==> src/rtl/fetch_queue.sv <==
// Fetch front end: owns the fetch PC, drives a 1-cycle ROM and queues {instr, pc} pairs for decode.
// Latency: a request reaches the head two edges after it is issued. Backpressure: requests stop when queued plus in-flight entries reach DEPTH.
// The optional statistics counters are enabled by defining FETCH_STATS_EN.
module fetch_queue #(
  parameter int PC_W    = 16,
  parameter int INSTR_W = 9,
  parameter int DEPTH   = 4
) (
  input  logic               CLK,
  input  logic               Init,
  output logic [PC_W-1:0]    imem_addr,
  output logic               imem_req,
  input  logic [INSTR_W-1:0] imem_rdata,
  output logic [INSTR_W-1:0] instr,
  output logic [PC_W-1:0]    instr_pc,
  output logic               instr_valid,
  input  logic               instr_ready,
  input  logic               branch,
  input  logic [PC_W-1:0]    target,
  input  logic               halt,
  output logic               haltProgram
`ifdef FETCH_STATS_EN
  ,
  output logic [15:0]        fetch_cnt,
  output logic [15:0]        flush_cnt
`endif
);

  localparam int PTR_W = $clog2(DEPTH);
  localparam int CNT_W = $clog2(DEPTH) + 1;

  localparam logic [0:0] RUN    = 1'b0;
  localparam logic [0:0] HALTED = 1'b1;

  logic [0:0]         state;
  logic [PC_W-1:0]    fetch_pc;
  logic [PC_W-1:0]    tag;
  logic               inflight;
  logic               kill;
  logic [CNT_W-1:0]   count;
  logic [PTR_W-1:0]   rd_ptr;
  logic [PTR_W-1:0]   wr_ptr;
  logic [INSTR_W-1:0] mem_instr [DEPTH];
  logic [PC_W-1:0]    mem_pc    [DEPTH];
  logic [INSTR_W-1:0] last_instr;
  logic [PC_W-1:0]    last_pc;
  logic [CNT_W:0]     credit_used;
  logic               running;
  logic               do_halt;
  logic               do_branch;
  logic               flush;
  logic               push;
  logic               pop;

  assign running     = (state == RUN);
  assign credit_used = {1'b0, count} + (CNT_W+1)'(inflight);
  // Init gates the request so the ROM sees nothing while reset is held.
  assign imem_req    = running && !Init && (credit_used < (CNT_W+1)'(DEPTH));
  assign imem_addr   = fetch_pc;
  assign instr_valid = (count != '0) && running;
  assign haltProgram = (state == HALTED);

  assign do_halt   = halt && instr_valid;
  assign do_branch = branch && running && !do_halt;
  assign flush     = do_halt || do_branch;
  // The response arriving on a flush edge belongs to the old stream and is dropped.
  assign push      = inflight && !kill && !flush;
  assign pop       = instr_valid && instr_ready && !branch && !halt;

  assign instr    = (count != '0) ? mem_instr[rd_ptr] : last_instr;
  assign instr_pc = (count != '0) ? mem_pc[rd_ptr]    : last_pc;

  always_ff @(posedge CLK) begin
    if (push) begin
      mem_instr[wr_ptr] <= imem_rdata;
      mem_pc[wr_ptr]    <= tag;
    end
  end

  always_ff @(posedge CLK or posedge Init) begin
    if (Init) begin
      state      <= RUN;
      fetch_pc   <= '0;
      tag        <= '0;
      inflight   <= 1'b0;
      kill       <= 1'b0;
      count      <= '0;
      rd_ptr     <= '0;
      wr_ptr     <= '0;
      last_instr <= '0;
      last_pc    <= '0;
    end else begin
      inflight <= imem_req;
      kill     <= flush && (inflight || imem_req);
      if (imem_req) begin
        tag <= fetch_pc;
      end

      if (do_branch) begin
        fetch_pc <= target;
      end else if (imem_req) begin
        fetch_pc <= fetch_pc + PC_W'(1);
      end

      if (do_halt) begin
        state <= HALTED;
      end

      // Head is latched every cycle so instr/instr_pc hold once the queue drains.
      if (count != '0) begin
        last_instr <= mem_instr[rd_ptr];
        last_pc    <= mem_pc[rd_ptr];
      end

      if (flush) begin
        count  <= '0;
        rd_ptr <= '0;
        wr_ptr <= '0;
      end else begin
        if (push) begin
          wr_ptr <= wr_ptr + PTR_W'(1);
        end
        if (pop) begin
          rd_ptr <= rd_ptr + PTR_W'(1);
        end
        case ({push, pop})
          2'b10:   count <= count + CNT_W'(1);
          2'b01:   count <= count - CNT_W'(1);
          default: count <= count;
        endcase
      end
    end
  end

`ifdef FETCH_STATS_EN
  logic [CNT_W:0] flush_add;
  logic [16:0]    flush_sum;

  // Discards: everything queued plus the response landing on the flush edge, and later killed responses.
  assign flush_add = (flush ? ({1'b0, count} + (CNT_W+1)'(inflight && !kill)) : '0)
                   + (CNT_W+1)'(inflight && kill);
  assign flush_sum = {1'b0, flush_cnt} + 17'(flush_add);

  always_ff @(posedge CLK or posedge Init) begin
    if (Init) begin
      fetch_cnt <= '0;
      flush_cnt <= '0;
    end else if (running) begin
      if (push && (fetch_cnt != 16'hFFFF)) begin
        fetch_cnt <= fetch_cnt + 16'd1;
      end
      flush_cnt <= flush_sum[16] ? 16'hFFFF : flush_sum[15:0];
    end
  end
`endif

endmodule

==> config.mk <==
export PLATFORM = sky130hd
export DESIGN_NAME = fetch_queue
export DESIGN_NICKNAME = d
export VERILOG_FILES = /design/src/rtl/fetch_queue.sv
export SDC_FILE = /design/constraint.sdc
export NUM_CORES = 1
export LEC_CHECK = 0
export CAP_MARGIN = 25
export CORE_MARGIN = 2
export CORE_UTILIZATION = 50
export DETAILED_ROUTE_END_ITERATION = 8
export PLACE_DENSITY_LB_ADDON = 0.2
export SETUP_SLACK_MARGIN = 0.15
export SYNTH_ARGS = -nofsm -noshare
export SYNTH_HDL_FRONTEND = slang
export SYNTH_SLANG_ARGS = --single-unit
export TNS_END_PERCENT = 30
==> constraint.sdc <==
create_clock -name CLK -period 2.9 [get_ports CLK]
set_input_delay 0.58 -clock CLK [delete_from_list [all_inputs] [get_ports CLK]]
set_output_delay 0.58 -clock CLK [all_outputs]
set_load 0.02 [all_outputs]
---- After elaboration in Yosys (flattened, before gate mapping) ----
Memory sizes are Yosys's and may differ from the RTL's.
Cells that the tools add are included.
cells by class
  $add $sub $neg .......................... 6
  multiply operators ...................... 0
  divide/modulo/power cells ............... 0
  order comparisons ....................... 1
  equal/unequal tests ..................... 2
  shift operators ......................... 0
  mux-type cells .......................... 12
  bitwise logic cells ..................... 1
  reduce and logical (&&, ||, !) cells .... 25
operators by type and width
  kind                                                                   number
  16-bit two-way mux                                                     3
  16-bit by 1-bit adder with 16-bit output, second input constant        1
  1-bit logical AND                                                      12
  9-bit two-way mux                                                      1
  2-bit two-way mux                                                      4
  1-bit logical NOT                                                      6
  3-bit case mux with 2 select lines                                     1
  2-bit nonzero test                                                     3
  3-bit nonzero test                                                     2
  2-bit by 1-bit adder with 2-bit output, second input constant          2
  3-bit by 1-bit adder with 4-bit output                                 1
  4-bit by 3-bit < comparator with 1-bit output, second input constant   1
  3-bit by 1-bit adder with 3-bit output, second input constant          1
  3-bit two-way mux                                                      1
  3-bit by 1-bit subtractor with 3-bit output, second input constant     1
  2-bit by 1-bit equality test with 1-bit output, second input constant  1
  2-bit equality test, second input constant                             1
  1-bit logical OR                                                       2
  1-bit two-way mux                                                      2
  1-bit NOT                                                              1
storage, ports and cells
  flip-flop bits (word level) ............. 67
  latch bits .............................. 0
  memory bits (writable) .................. 100
  ROM bits ................................ 0
  bits of input ports ..................... 30
  output and inout port bits .............. 44
  logic and storage cells ................. 59
  memories kept ........................... 2
memories
  memory     words  width  read ports  clocked after memory_dff  wr ports  line  text
  mem_pc     4      16     1           0                         1         44    logic [PC_W-1:0] mem_pc [DEPTH];
  mem_instr  4      9      1           0                         1         43    logic [INSTR_W-1:0] mem_instr [DEPTH];

---- Logic depth before layout (Yosys ltp) ----
Gate-level depths: netlist of the first run.
  depth after elaboration ................. 11
  mapped depth ............................ 7
  depth with buffers taken out ............ 6

---- Worst setup path before layout of the first run ----
Ideal clock, no wire load.
  kind .................................... flip-flop to flip-flop
  start point ............................. reg count[0]
  end point ............................... mem mem_instr[0][0], enable pin
  library setup time ...................... 384 ps
  arrival time ............................ 2131 ps
  required time ........................... 2516 ps
  path slack .............................. 385 ps
  stages on the path, launching flop included .. 5
  path buffers ............................ 1
  period minus slack after synthesis ...... 2515 ps
  cells stage by stage .................... dfrtp_1 > o31ai_1 > a21o_1 > clkbuf_1 > and3_1
between the ends
  word-level cells in the longest chain between the ends .. 10
RTL lines
  element                                      line  text
  start, declared                              40    logic [CNT_W-1:0] count;
  start signal, assigned                       127   2'b10: count <= count + CNT_W'(1);
  start signal, assigned                       128   2'b01: count <= count - CNT_W'(1);
  start signal, assigned                       129   default: count <= count;
  3-bit nonzero test (*)                       60    assign instr_valid = (count != '0) && running;
  1-bit logical AND (*)                        60
  1-bit logical AND (*)                        63    assign do_halt = halt && instr_valid;
  1-bit logical NOT                            64    assign do_branch = branch && running && !do_halt;
  1-bit logical AND                            64
  1-bit logical OR (*)                         65    assign flush = do_halt || do_branch;
  1-bit logical NOT (*)                        67    assign push = inflight && !kill && !flush;
  1-bit logical AND (*)                        67
  1-bit two-way mux (*)                        74    if (push) begin
  1-bit two-way mux (not written as such) (*)  75    mem_instr[wr_ptr] <= imem_rdata;
  end, declared                                43
Every way passes the cells marked *; elsewhere a longest branch is shown, timed or not.

---- Final worst setup path of the first run ----
  start point ............................. in Init
  end point ............................... out imem_req
between the ends
  word-level cells in the longest chain between the ends .. 3
RTL lines
  element                             line  text
  start, declared                     10    input logic Init,
  1-bit logical NOT (no source line)  -
  1-bit logical AND (2 in series)     58    assign imem_req = running && !Init && (credit_used < (CNT_W+1)'(DEPTH));
  end, declared                       12    output logic imem_req,
Every way passes these cells.

==> metrics.md, run 1 <==
| Metric | Value |
|---|---|
| Status | finished clean |
| Clk pwr share | 27.5% |
| CP delay by family, top | buffers and inverters |
| Top fanout value on the critical path | 3 |
| Core box area | 13140 sq um |
| Gr ovfl total | 0 |
| Worst Path Buf+Inv | 3 |
| Starting DRT DRC Count | 372 |
| Fraction of the yosys area taken by sequential cells | 70.13% |
| Period utilisation layout | 91.14% |
| Top_reg_cell synth | edfxtp_1 |
| # setup viols final | 0 |
| IO Pins | 74 |
| Ys async rst share | 40.12% |
| Final Skew | 0.006213 ns |
| HP Class | reg -> reg |
| Worst-path clk slew | 0.06 ns |
| Tmin final | 2.643 ns |
| Vias in the first global route | 4119 |
| CP required | 2.32 ns |
| Commonest non-fill, non-tap cells in the layout | nand2_1 (100), edfxtp_1 (100), dfrtp_1 (65), clkdlybuf4s50_1 (48) |
| Antenna violations before repair | 0 |
| CTS Buf Count | 17 |
| Post-CTS Setup Inserts | 0 |
| DP HPWL | 7.719 mm |
| EDFF count, synth | 100 |
| Netlist cell types | 44 |
| Flop pwr share | 41.5% |
| Switching share of power | 32.30% |
| Crit path top cell by count | clkdlybuf4s50_1 |
| Detail Route Antenna Nets | 0 |
| Final instance area | 8383 sq um |
| Layout cells sized above 1 | 16.48% |
| Mapped Nets | 480 |
| N_diodes | 0 |
| Unrepaired setup endpoints after global routing | no |
| Post-Synthesis Cells | 444 |
| Cell Pwr Density | 1015 nW/um^2 |
| Post-synth top area share | 45.00% |
| Setup TNS | 0 ns |
| CP cell instances | clkdlybuf4s50_1, nor3_2, nand2_1, clkinv_1, clkdlybuf4s50_1 |
| CTS root buf | clkbuf_16 |
| Cts hold-fix bufs | 0 |
| CP startpoint kind | primary input |
| Synth Cell Area | 6673 sq um |
| Via/cell ratio | 5.398 |
| Final hold violations | 0 |
| Clk_lat worst skew | 0.41 ns |
| Drt pass-1 iters | 4 |
| DR DRC count | 0 |
| Final Total Pwr | 0.008507 W |
| Num rows | 42 |
| Via count | 3897 |
| Die Ht | 119.5 um |
| MaxCap Viol Count | 0 |
| Int Pwr | 0.005759 W |
| Comb power frac | 31.0% |
| Crit-path max cell delay | 0.60 ns |
| #FFs+latches synth | 167 |
| Fin. max-slew vios | 0 |
| Slew @ Worst Pin | 0.9322 ns |
| Crit Path Class | in -> out |
| Nets | 569 |
| Largest area contributor in the netlist | edfxtp_1 |
| Syn Area/Cell | 15.03 sq um |
| Largest net degree at the start of global routing | 68 |
| CP max stage cell | clkdlybuf4s50_1 |
| Warnings from Yosys | 0 |
| TritonCTS clock tree | yes |
| Leak | 3.205 nW |
| Die X | 119.5 um |
| Rel. slew slack | 37.32% |
| Max VDD drop | 0.5633 mV |
| Initial Utilization | 50.79% |
| WL per Instance | 17.61 um |
| Post-Route WL | 12.71 mm |
| Total Routing Usage GR | 19.62% |
| FMAX | 378.3 MHz |
| CTS max path bufs | 2 |
| Count of input and output buffers | 73 |
| Final hold slack | 0.4565 ns |
| Net Sw Power | 0.002748 W |
| Die ar. | 14290 sq um |
| Clk sinks | 167 |
| CTS H-Tree Depth | 4 |
| Area delta synth->final | 25.63% |
| Gpl congestion | 0.8991 |
| CP Capture Type | output port |
| Area after DPL | 7762 sq um |
| First-pass GRT wire length | 21.01 mm |
| Arr. time, crit path | 2.06 ns |
| Top cells by area, synth | edfxtp_1 (45%), dfrtp_1 (25%), mux4_2 (8.4%) |
-- flip-flops by register name, indices dropped and copies added, names as in the netlist --
name         count
count            3
imem_addr       16
rd_ptr           2
wr_ptr           2
last_instr       9
last_pc         16
mem_instr       36
kill             1
mem_pc          64
inflight         1
tag             16
haltProgram      1
-- power by group through the flow --
stage / sequential [W] / combinational, W / clock, W
global route: 0.00362 / 0.00290 / 0.00248
floorplan: 0.00354 / 0.00153 / 0
finish: 0.00353 / 0.00264 / 0.00234
CTS: 0.00353 / 0.00266 / 0.00238
detailed placement: 0.00357 / 0.00286 / 0
global placement: 0.00353 / 0.00281 / 0
-- area by class of cell --
type	count	area, sq um
multi-input cells	250	1889
clock inverters	13	183.9
fillers	1006	4755
well taps	176	220.2
repair buffers	90	948.4
flip-flops and latches	167	4682
inverters	7	26.28
clock buffers	19	432.9
-- metrics by stage --
step           instances  worst slack, ns  util, %
2_1_floorplan        444           0.3852        -
3_3_place_gp         689           0.2287    59.09
3_5_place_dp         689           0.1569    59.09
4_1_cts              721           0.2023    63.61
5_1_grt              722           0.1698    63.81
6_report             722           0.2569    63.81
-- what timing repair did --
action / 4_1_cts / 5_1_grt
endpoints found under the setup margin: 26 / 5
gates cloned: 0 / 1
gates resized for setup: 27 / 1
-- worst min-delay path, cell delays in order, from the launching register on --
cell     delay (ns)
dfrtp_1        0.32
nand2_1        0.05
nand2_1        0.06
-- worst paths after layout --
| path | startpoint | to | slack [ns] | cells after the start |
|---|---|---|---|---|
| min | last_pc[2]$_DFF_PP0_ | last_pc[2]$_DFF_PP0_ | 0.46 | 2 |
| max | Init | imem_req | 0.26 | 5 |
| min in group asynchronous | Init | inflight$_DFF_PP0_ | 0.70 | 3 |
| min reg2reg | last_pc[2]$_DFF_PP0_ | last_pc[2]$_DFF_PP0_ | 0.46 | 2 |
| max in group asynchronous | Init | rd_ptr[0]$_DFFE_PP0P_ | 1.90 | 3 |
| max reg2reg | count[2]$_DFFE_PP0P_ | mem_pc[0][14]$_DFFE_PP_ | 0.39 | 4 |
-- synth_stat cells (3+ instances only) --
cell	count
a21oi_1	5
a31oi_1	5
and2_1	6
and3_1	4
and4_1	3
buf_2	4
clkbuf_1	13
dfrtp_1	67
edfxtp_1	100
ha_1	5
inv_1	6
mux2_2	13
mux2i_1	4
mux4_2	25
nand2_1	100
nand2b_1	3
nand3_1	5
nand4_1	8
nor2_1	12
nor3_1	3
o21ai_0	13
o31ai_1	4
or4_1	4
xnor2_1	4
xor2_1	7
-- cell families (layout without fill, tap and decap cells) --
family,count (synthesis),after routing,synth area share (%)
DFF,167,167,70.13
buffers and inverters,27,129,1.706
and+or+nand+nor,158,158,11.21
muxes,42,42,11.23
AOI/OAI and AO/OA,33,33,3.038
adders and majority gates,6,6,1.238
xor gates and xnor gates,11,11,1.444
-- metal layers --
| layer | vias up | global-route usage, % | part of all wire, % |
|---|---|---|---|
| met5 | - | 0 | 0 |
| met4 | 0 | 9.191 | 2.1 |
| met3 | 17 | 4.990 | 4.7 |
| met2 | 116 | 30.61 | 50 |
| met1 | 1947 | 26.13 | 43 |
| li1 | 1817 | - | - |
Power figures use the tool's default switching activity.
==> run 2: changes to the inputs <==
--- a/config.mk
+++ b/config.mk
@@ -6,11 +6,12 @@
 export NUM_CORES = 1
 export LEC_CHECK = 0
 export CAP_MARGIN = 25
-export CORE_MARGIN = 2
+export CORE_MARGIN = 3
 export CORE_UTILIZATION = 50
 export DETAILED_ROUTE_END_ITERATION = 8
 export PLACE_DENSITY_LB_ADDON = 0.2
 export SETUP_SLACK_MARGIN = 0.15
+export SLEW_MARGIN = 15
 export SYNTH_ARGS = -nofsm -noshare
 export SYNTH_HDL_FRONTEND = slang
 export SYNTH_SLANG_ARGS = --single-unit
==> run 2 against run 1 <==
Flip-flop and latch count stayed put. Sequential share of layout area is 0.29 points lower. Sequential power is 1% higher. Combinational power is 2% higher. Via count is 0.46% higher. Largest cell class unchanged. Clock power hardly changed. Register-to-register slack worse by 0.03 ns. Routed wire length is 3.2% higher. Count of clock-buffer cells in the layout is 3 higher. Cell area is 0.55% higher.
==> metrics.md, run 2 (same netlist as run 1, synthesis figures left out) <==
| Metric | Value |
|---|---|
| Gpl congestion | 0.8732 (-2.9%) |
| DP HPWL | 8.369 mm (+8.4%) |
| Post-Place Setup Slack | 0.2025 ns (+0.04555 ns) |
| Count of input and output buffers | 73 (unchanged) |
| First-pass GRT wire length | 21.58 mm (+2.7%) |
| Clk pwr share | 27.1% (-0.4 points) |
| Die Ht | 121.5 um (+1.7%) |
| Clk_lat worst skew | 0.42 ns (about the same) |
| Via/cell ratio | 5.400 (about the same) |
| Period utilisation layout | 92.17% (+1.0 points) |
| Unrepaired setup endpoints after global routing | yes |
| Register ranked first by flip-flop count | mem_pc |
| Max FFs per register | 64 (unchanged) |
| Sequential cell area | 4683 sq um (about the same) |
| Switching share of power | 32.67% (+0.37 points) |
| Starting DRT DRC Count | 236 (-37%) |
| Commonest non-fill, non-tap cells in the layout | nand2_1 (100), edfxtp_1 (100), dfrtp_1 (64), clkdlybuf4s50_1 (48), mux4_2 (25) |
| Comb power frac | 31.3% (+0.3 points) |
| CTS max path bufs | 2 (unchanged) |
| DR DRC count | 0 (unchanged) |
| Drt pass-1 iters | 4 (unchanged) |
| Max VDD drop | 0.4679 mV (-17%) |
| Fin util | 65.73% (+1.9 points) |
| Worst hold path depth | 2 (unchanged) |
| MaxCap Viol Count | 0 (unchanged) |
| Die ar. | 14770 sq um (+3.4%) |
| CP required | 2.32 ns (about the same) |
| Clk sinks | 167 (unchanged) |
| Layout Cells excl Fill | 725 (+0.42%) |
| Top fanout value on the critical path | 10 (+7) |
| Int Pwr | 0.005776 W (+0.29%) |
| Initial Utilization | 52.03% (+1.2 points) |
| Area delta synth->final | 26.33% |
| Tmin final | 2.673 ns (+0.02996 ns) |
| Final Skew | 0.004912 ns (-0.001301 ns) |
| Arr. time, crit path | 2.09 ns (+0.03 ns) |
| Final hold violations | 0 (unchanged) |
| # setup viols final | 0 (unchanged) |
| Nets | 577 (+1.4%) |
| Leak | 3.224 nW (+0.57%) |
| Core box area | 12820 sq um (-2.4%) |
| Vias in the first global route | 4188 (+1.7%) |
| TritonCTS clock tree | yes |
| Final Total Pwr | 0.008578 W (+0.84%) |
| Largest registers | mem_pc x64, mem_instr x36 |
| Net Sw Power | 0.002802 W (+2.0%) |
| Cell Pwr Density | 1018 nW/um^2 (+0.28%) |
| Detail Route Antenna Nets | 0 (unchanged) |
| Placed cells | 688 (-0.15%) |
| HP Class | reg -> reg |
| Via count | 3915 (+0.46%) |
| Filler cell count | 973 (-3.3%) |
| Multi-input gate area | 1896 sq um (+0.33%) |
| Rel. slew slack | 33.41% (-3.9 points) |
| CP Capture Type | output port |
| Total Routing Usage GR | 19.42% (-0.20 points) |
| Post-Route WL | 13.12 mm (+3.2%) |
| Crit Path Class | reg -> out |
| IO Pins | 74 (unchanged) |
| Antenna violations before repair | 0 (unchanged) |
| Num rows | 41 (-2.4%) |
| Status | finished clean |
| CP startpoint kind | flip-flop |
| Largest net degree at the start of global routing | 31 (-54%) |
| Layout cells sized above 1 | 18.63% (+2.1 points) |
| Setup slack after layout | 0.2269 ns (-0.02996 ns) |
| Gr ovfl total | 0 (unchanged) |
| CTS root buf | clkbuf_16 |
| WL per Instance | 18.10 um (+2.8%) |
| N_diodes | 0 (unchanged) |
| Die X | 121.5 um (+1.7%) |
| Fin. max-slew vios | 0 (unchanged) |
| Register-to-Register Path Depth | 4 (unchanged) |
| Flop pwr share | 41.6% (about the same) |
| Setup TNS | 0 ns (unchanged) |
| Worst-path clk slew | 0.06 ns (about the same) |
| CTS Buf Count | 17 (unchanged) |
| FMAX | 374.1 MHz (-1.1%) |
| CTS H-Tree Depth | 4 (unchanged) |
| Slew @ Worst Pin | 0.9904 ns (+0.05825 ns) |
==> run 2: timing repair <==
item | in CTS | in global routing
hold buffers | 0 | 0
resized for setup | 39 | 2
setup endpoints to repair | 25 | 23
pin swaps | 0 | 0
setup buffers | 3 | 3
==> run 2: power by group through the flow <==
stage	Combinational [W]	Sequential, W	Clock (W)
after CTS	0.00270	0.00357	0.00236
final	0.00269	0.00357	0.00232
after floorplan	0.00153	0.00354	0
after detailed placement	0.00286	0.00360	0
after global routing	0.00294	0.00364	0.00247
after global placement	0.00282	0.00356	0
==> run 2: path summary, 6_finish.rpt <==
check / start / to / slack, ns
setup / recovery: rd_ptr[0]$_DFFE_PP0P_ / instr[1] / 0.23
hold / removal: last_pc[13]$_DFF_PP0_ / last_pc[13]$_DFF_PP0_ / 0.46
setup reg to reg: count[0]$_DFFE_PP0P_ / mem_pc[1][14]$_DFFE_PP_ / 0.36
hold reg to reg: last_pc[13]$_DFF_PP0_ / last_pc[13]$_DFF_PP0_ / 0.46
max in group asynchronous: Init / last_pc[10]$_DFF_PP0_ / 1.63
min in group asynchronous: Init / imem_addr[0]$_DFFE_PP0P_ / 0.66
==> run 2: stage by stage <==
step / hold slack (ns) / instance area, sq um
after global routing: 0.4873 / 8429
after global placement: 0.4454 / 7792
final: 0.4615 / 8429
after detailed placement: 0.4528 / 7792
after floorplan: 0.4709 / 6673
after CTS: 0.4636 / 8401
==> run 2: layout make-up <==
class,instances,area share (%)
clock buffer,22,5.507
clock inverter,9,1.781
inverter,7,0.3117
multi-input combinational,250,22.49
sequential,167,55.56
tap,172,2.553
timing repair buffer,98,11.80
==> run 2: routing by layer <==
| layer | wire, um | GRT usage [%] |
|---|---|---|
| met1 | 5887 | 25.69 |
| met2 | 6470 | 30.98 |
| met3 | 529 | 5.082 |
| met4 | 233 | 7.843 |
| met5 | 0 | 0 |
==> run 2: worst max-delay path, cell delays in order, from the launching register on <==
cell           delay, ns
dfrtp_2             0.51
buf_12              0.19
mux4_2              0.51
nand2_1             0.08
nand2_1             0.07
dlygate4sd2_1       0.32
